File: src/rtl/dac_intf_mc.sv
// dac_intf_mc -- multi-channel TX DAC interface.
//
// Buffers IQ samples from the TX datapath in a synchronous FIFO, waits for a
// prefill threshold (or a complete packet) before streaming, and steers each
// popped sample onto the DAC channel slices selected by a latched enable mask.
// With the internal path deselected the DMA stream passes straight through.
//
// Ports
//   dac_clk_i          sole clock
//   dac_rst_i          synchronous active-high reset
//   dac_data_o         DAC bus, NUM_CH slices of SW bits
//   dac_valid_o        DAC valid (constant 1 on the internal path)
//   dac_ready_i        unpacker sample strobe
//   dma_data_i         DMA samples
//   dma_valid_i        DMA valid
//   dma_ready_o        DMA ready
//   src_sel_i          0 = DMA passthrough, 1 = internal path
//   ch_en_i            channel enable mask, latched at packet start
//   data_in_i          sample from the TX datapath
//   data_in_last_i     last sample of a packet
//   data_in_valid_i    write request
//   data_in_ready_o    FIFO can accept a write
//   fifo_level_o       current FIFO occupancy
//   underrun_o         one-cycle pulse per underrun cycle
//   underrun_cnt_o     saturating underrun count
//   busy_o             state machine not idle
//
// state   | meaning
// --------+-----------------------------------------------------------
// IDLE    | no packet in progress; src_sel may be reloaded when empty
// PREFILL | packet started, waiting for START_LEVEL entries or a last
// STREAM  | popping one entry per dac_ready strobe, zeros on underrun

module dac_intf_mc #(
    parameter int IQ_DATA_WIDTH = 16,
    parameter int NUM_CH        = 2,
    parameter int FIFO_DEPTH    = 32,
    parameter int START_LEVEL   = 8
) (
    input  logic                                   dac_clk_i,
    input  logic                                   dac_rst_i,
    output logic [NUM_CH*2*IQ_DATA_WIDTH-1:0]      dac_data_o,
    output logic                                   dac_valid_o,
    input  logic                                   dac_ready_i,
    input  logic [NUM_CH*2*IQ_DATA_WIDTH-1:0]      dma_data_i,
    input  logic                                   dma_valid_i,
    output logic                                   dma_ready_o,
    input  logic                                   src_sel_i,
    input  logic [NUM_CH-1:0]                      ch_en_i,
    input  logic [2*IQ_DATA_WIDTH-1:0]             data_in_i,
    input  logic                                   data_in_last_i,
    input  logic                                   data_in_valid_i,
    output logic                                   data_in_ready_o,
    output logic [$clog2(FIFO_DEPTH):0]            fifo_level_o,
    output logic                                   underrun_o,
    output logic [15:0]                            underrun_cnt_o,
    output logic                                   busy_o
);

    localparam int SW = 2 * IQ_DATA_WIDTH;
    localparam int DW = NUM_CH * SW;
    localparam int AW = $clog2(FIFO_DEPTH);
    localparam int LW = AW + 1;
    localparam logic [AW:0] DEPTH_L = LW'(FIFO_DEPTH);
    localparam logic [AW:0] START_L = LW'(START_LEVEL);

    typedef enum logic [1:0] {
        ST_IDLE    = 2'd0,
        ST_PREFILL = 2'd1,
        ST_STREAM  = 2'd2
    } state_t;

    state_t             state_q, state_d;
    logic [SW:0]        mem_q [FIFO_DEPTH];
    logic [AW:0]        wr_ptr_q, rd_ptr_q;
    logic [AW:0]        last_cnt_q, last_cnt_d;
    logic [AW:0]        level;
    logic               src_eff_q;
    logic [NUM_CH-1:0]  ch_lat_q, ch_lat_d;
    logic [DW-1:0]      out_q, out_d;
    logic               underrun_q, underrun_d;
    logic [15:0]        ur_cnt_q, ur_cnt_d;
    logic [DW-1:0]      steer;
    logic [SW:0]        rd_entry;
    logic               empty, full, wr_en, pop;

    // Pointers carry one extra MSB so full and empty are distinguishable.
    assign level    = wr_ptr_q - rd_ptr_q;
    assign empty    = (level == '0);
    assign full     = (level == DEPTH_L);
    assign rd_entry = mem_q[rd_ptr_q[AW-1:0]];

    assign data_in_ready_o = src_eff_q & ~full;
    assign wr_en           = data_in_valid_i & data_in_ready_o;

    always_comb begin
        steer = '0;
        for (int c = 0; c < NUM_CH; c++) begin
            if (ch_lat_q[c]) steer[c*SW +: SW] = rd_entry[SW-1:0];
        end
    end

    always_comb begin
        state_d    = state_q;
        ch_lat_d   = ch_lat_q;
        out_d      = out_q;
        underrun_d = 1'b0;
        ur_cnt_d   = ur_cnt_q;
        pop        = 1'b0;
        case (state_q)
            ST_IDLE: begin
                if (wr_en) begin
                    state_d  = ST_PREFILL;
                    ch_lat_d = ch_en_i;
                end
                if (dac_ready_i) out_d = '0;
            end
            ST_PREFILL: begin
                if (level >= START_L || last_cnt_q != '0) state_d = ST_STREAM;
                if (dac_ready_i) out_d = '0;
            end
            ST_STREAM: begin
                if (dac_ready_i) begin
                    if (!empty) begin
                        pop   = 1'b1;
                        out_d = steer;
                        if (rd_entry[SW]) state_d = ST_IDLE;
                    end else begin
                        out_d      = '0;
                        underrun_d = 1'b1;
                        if (ur_cnt_q != 16'hFFFF) ur_cnt_d = ur_cnt_q + 16'd1;
                    end
                end
            end
            default: state_d = ST_IDLE;
        endcase
    end

    always_comb begin
        last_cnt_d = last_cnt_q;
        if (wr_en && data_in_last_i) last_cnt_d = last_cnt_d + 1'b1;
        if (pop && rd_entry[SW])     last_cnt_d = last_cnt_d - 1'b1;
    end

    always_ff @(posedge dac_clk_i) begin
        if (wr_en) mem_q[wr_ptr_q[AW-1:0]] <= {data_in_last_i, data_in_i};
    end

    always_ff @(posedge dac_clk_i) begin
        if (dac_rst_i) begin
            state_q    <= ST_IDLE;
            wr_ptr_q   <= '0;
            rd_ptr_q   <= '0;
            last_cnt_q <= '0;
            src_eff_q  <= 1'b0;
            ch_lat_q   <= '0;
            out_q      <= '0;
            underrun_q <= 1'b0;
            ur_cnt_q   <= '0;
        end else begin
            state_q    <= state_d;
            last_cnt_q <= last_cnt_d;
            ch_lat_q   <= ch_lat_d;
            out_q      <= out_d;
            underrun_q <= underrun_d;
            ur_cnt_q   <= ur_cnt_d;
            if (wr_en) wr_ptr_q <= wr_ptr_q + 1'b1;
            if (pop)   rd_ptr_q <= rd_ptr_q + 1'b1;
            // Source switches only between packets, never mid-stream.
            if (state_q == ST_IDLE && empty) src_eff_q <= src_sel_i;
        end
    end

    assign dac_data_o     = src_eff_q ? out_q : dma_data_i;
    assign dac_valid_o    = src_eff_q ? 1'b1  : dma_valid_i;
    assign dma_ready_o    = src_eff_q ? 1'b0  : dac_ready_i;
    assign fifo_level_o   = level;
    assign underrun_o     = underrun_q;
    assign underrun_cnt_o = ur_cnt_q;
    assign busy_o         = (state_q != ST_IDLE);

endmodule
File: config.mk
export PLATFORM = sky130hd
export DESIGN_NAME = dac_intf_mc
export DESIGN_NICKNAME = d
export VERILOG_FILES = /design/src/rtl/dac_intf_mc.sv
export SDC_FILE = /design/constraint.sdc
export NUM_CORES = 1
export LEC_CHECK = 0
export ABC_AREA = 0
export CAP_MARGIN = 40
export CORE_ASPECT_RATIO = 0.7
export CORE_MARGIN = 2
export CORE_UTILIZATION = 25
export CTS_CLUSTER_SIZE = 16
export DETAILED_ROUTE_END_ITERATION = 10
export GPL_TIMING_DRIVEN = 0
export PLACE_DENSITY = 0.47
export SLEW_MARGIN = 20
export SYNTH_ARGS = -nofsm -noshare
export SYNTH_HDL_FRONTEND = slang
export SYNTH_SLANG_ARGS = --single-unit
File: constraint.sdc
create_clock -name dac_clk_i -period 6.3 [get_ports dac_clk_i]
set_input_delay 1.575 -clock dac_clk_i [delete_from_list [all_inputs] [get_ports dac_clk_i]]
set_output_delay 1.575 -clock dac_clk_i [all_outputs]
set_load 0.05 [all_outputs]
==> run_results.csv <==
group,metric,value,unit
cells_and_area,design_area,56470,um2
route,via_per_inst,4.655,
run_status,status,"finished clean",
setup_path,crit_chain,"inv_1, ha_1, fa_1, nand2b_1, a21oi_1, xor2_1, a2111o_1, and2_2, clkdlybuf4s50_1",
cells_and_area,drive_gt1_frac,0.2901,
cells_and_area,fin_util,0.3142,
synthesis,synth.net_count,2296,
floorplan,fp.dieArea,184800,um2
synthesis,synth_edf_count,1056,
sta,min_period,5.617,ns
power,finalPower,16.00,mW
setup_path,crit_type,"flop to output port",
power,pwr-share-clk,0.422,
route,drt-initial-drc-count,2785,
synthesis,synth_area_leaders,"edfxtp_1 70%, mux4_2 16%, dfxtp_1 4.8%",
setup_path,path_max_fanout,8,
floorplan,std_cell_rows,130,
setup_path,start_kind,"flop",
synthesis,ys_ff_latch,1165,
route,wl_per_cell,26.32,um
power,powerDensity,283.4,nW/um2
synthesis,async_flop_share,0,
synthesis,synthCells,2176,
global_route,grt_max_degree,35,
placed_design,hpwl,94.48,mm
setup_path,arrival,4.04,ns
global_route,antenna_found_initial,9,
placed_design,placed_cell_area,52820,um2
floorplan,start_util,0.2523,
route,vias,23640,
synthesis,synth.most_common_cell,"edfxtp_1",
global_route,overflow,0,
clock_network,cts_tree,"done",
global_route,grtUsageTotal,0.1434,
sta,clock.fmax,178.0,MHz
sta,slew_viol_final,0,
power,ir_drop,0.2125,mV
clock_network,cts_setup_buffers,0,
floorplan,die_w,513.0,um
cells_and_area,fillCellCount,17170,
route,routed_wl,133.7,mm
cells_and_area,layout.nets,2726,
sta,worstMarginPinSlew,0.9009,ns
route,dr.pass1.iters,8,
power,internal_power,12.48,mW
clock_network,cts.repair.resized,0,
clock_network,cts_buffer_depth,3,
synthesis,synth_area_per_cell,20.84,um2
global_route,grt_pass1_wl,188.1,mm
power,switching_share,0.2201,
synthesis,yosysTopAreaCell,"edfxtp_1",
synthesis,yosysWarnings,0,
sta,hold_viol_final,0,
global_route,first_global_vias,23810,
clock_network,cts_hold_buf,0,
power,switching_power,3.521,mW
power,p_leak,17.22,nW
cells_and_area,multiInputGateArea,11110,um2
synthesis,synth_top_area_frac,0.6994,
cells_and_area,syn_to_final_growth,24.55,%
clock_network,clock_latency,0.73,ns
setup_path,cpMaxStageDelayCell,"clkdlybuf4s50_1",
sta,rsz0062_at_grt,"false",
clock_network,clkSlewWorstSetupHoldPaths,0.07,ns
setup_path,endpoint_kind,"output port",
sta,finalSetupViolCount,0,
synthesis,ys_seq_area_frac,0.7475,
synthesis,syn-cell-area,45340,um2
setup_path,max_stage_delay,0.80,ns
sta,max-slew-margin-rel,0.3994,
sta,finalCritPeriodShare,0.8917,
setup_path,worstPathRequired,4.72,ns
placed_design,io_buffer_count,194,
placed_design,place.gp.congestion,0.7430,
route,ant_nets,0,
sta,skew,0.03409,ns
clock_network,cts_buffers,106,
cells_and_area,seq_area,33890,um2
clock_network,cts.sinks,1165,
route,drc,0,
power,combPwrFrac,0.051,
synthesis,synthTopCellsByCount,"1,056 x edfxtp_1, 326 x mux4_2, 136 x nor2_1, 109 x dfxtp_1, 101 x nand2_1",
floorplan,core_area,179700,um2
synthesis,synthDistinctLibCells,58,
power,seqPwrFrac,0.528,
sta,fin_hold_ws,0.4622,ns
run,cap_violations,0,
floorplan,die_y,360.3,um
worst_hold_path,min-delay-path-class,"flop to flop",
clock_network,root_buffer,"clkbuf_16",
floorplan,io_pins,196,
clock_network,cts_max_level,3,
synthesis,synth_ff_type,"edfxtp_1",
[worst max-delay path: cells and delay by family (launching register included)]
| family | cells | cell delay, ns |
|---|---|---|
| AO/OA/AOI/OAI | 2 | 0.52 |
| flip-flops | 1 | 0.44 |
| AND/OR/NAND/NOR | 2 | 0.36 |
| adder cells (fa/ha/maj) | 2 | 0.65 |
| XOR/XNOR | 1 | 0.43 |
| buffers and inverters | 2 | 0.93 |
[stage by stage]
step | setup TNS [ns] | std cells | worst slack [ns]
floorplan | 0 | 2176 | 1.119
CTS | 0 | 5073 | 0.5935
detailed placement | 0 | 4872 | 1.325
global route | 0 | 5076 | 0.4541
global placement | -1524.89 | 4746 | -1.751
finish | 0 | 5078 | 0.6826
[cell type report]
class,instances,share of cell area
clock inverters,61,0.01115
clock buffers,140,0.05296
well taps,2376,0.05265
plain buffers,121,0.009417
repair buffers,322,0.07536
inverters,21,0.001396
multi-input cells,869,0.1967
flip-flops and latches,1165,0.6002
diodes,3,0.0001329
[path summary, 6_finish.rpt]
| kind | from | to | slack [ns] | cells after the start |
|---|---|---|---|---|
| setup reg to reg | wr_ptr_q[0] | mem_q[26][12] | 1.34 | 14 |
| hold / removal | ch_lat_q[0] | ch_lat_q[0] | 0.46 | 2 |
| setup / recovery | wr_ptr_q[0] | data_in_ready_o | 0.68 | 9 |
| hold reg to reg | ch_lat_q[0] | ch_lat_q[0] | 0.46 | 2 |
[cell families after synthesis]
| kind of cell | after synthesis | synth area share |
|---|---|---|
| flip-flops | 1165 | 0.7475 |
| adder cells (fa/ha/maj) | 15 | 0.004305 |
| XOR/XNOR | 33 | 0.006375 |
| buffers and inverters | 142 | 0.01272 |
| multiplexers | 411 | 0.1827 |
| AND/OR/NAND/NOR | 309 | 0.02967 |
| AO/OA/AOI/OAI | 101 | 0.01670 |
[per-layer routing]
layer | track usage | vias up | routed length (um)
li1 | - | 9859 | -
met1 | 0.2200 | 12790 | 63890
met2 | 0.2054 | 818 | 57380
met3 | 0.03151 | 157 | 9797
met4 | 0.03055 | 8 | 2541
met5 | 0 | - | 53
[power groups by stage]
stage	Combinational, mW	Sequential, mW	Clock, mW
after global placement	0.772	8.63	0
final	0.809	8.44	6.75
after global routing	0.859	8.44	7.21
after floorplan	0.416	8.62	0
after detailed placement	0.817	8.61	0
after CTS	0.818	8.44	6.90
[placed cells by master (no fill, tap or decap), types with 10 or more instances in the layout]
cell | Yosys | routed
mux2i_1 | 13 | 13
buf_8 | 0 | 39
buf_1 | 35 | 15
mux2_2 | 72 | 72
edfxtp_1 | 1056 | 1056
ha_1 | 14 | 14
buf_12 | 0 | 40
mux4_2 | 326 | 326
buf_6 | 0 | 25
clkdlybuf4s50_1 | 0 | 191
clkbuf_16 | 0 | 112
nor2_4 | 0 | 32
a22oi_1 | 64 | 64
clkbuf_1 | 65 | 76
nor3_1 | 12 | 12
a21oi_1 | 11 | 11
clkinv_1 | 0 | 20
buf_16 | 0 | 24
nand3_1 | 11 | 11
buf_2 | 17 | 40
xnor2_1 | 18 | 18
inv_1 | 20 | 20
xor2_1 | 15 | 15
nor2_1 | 136 | 104
clkinv_2 | 0 | 12
nand2_1 | 101 | 101
nand4_1 | 10 | 10
dfxtp_1 | 109 | 109
[sequential cells by signal, summed over array words and instances, names as in the netlist, named ones only]
signal,cells
ch_lat_q,2
underrun_cnt_o,16
src_eff_q,1
out_q,64
mem_q,1056
rd_ptr_q,6
state_q,2
last_cnt_q,6
underrun_o,1
wr_ptr_q,6
No activity file was read; power rests on OpenSTA's default activity.
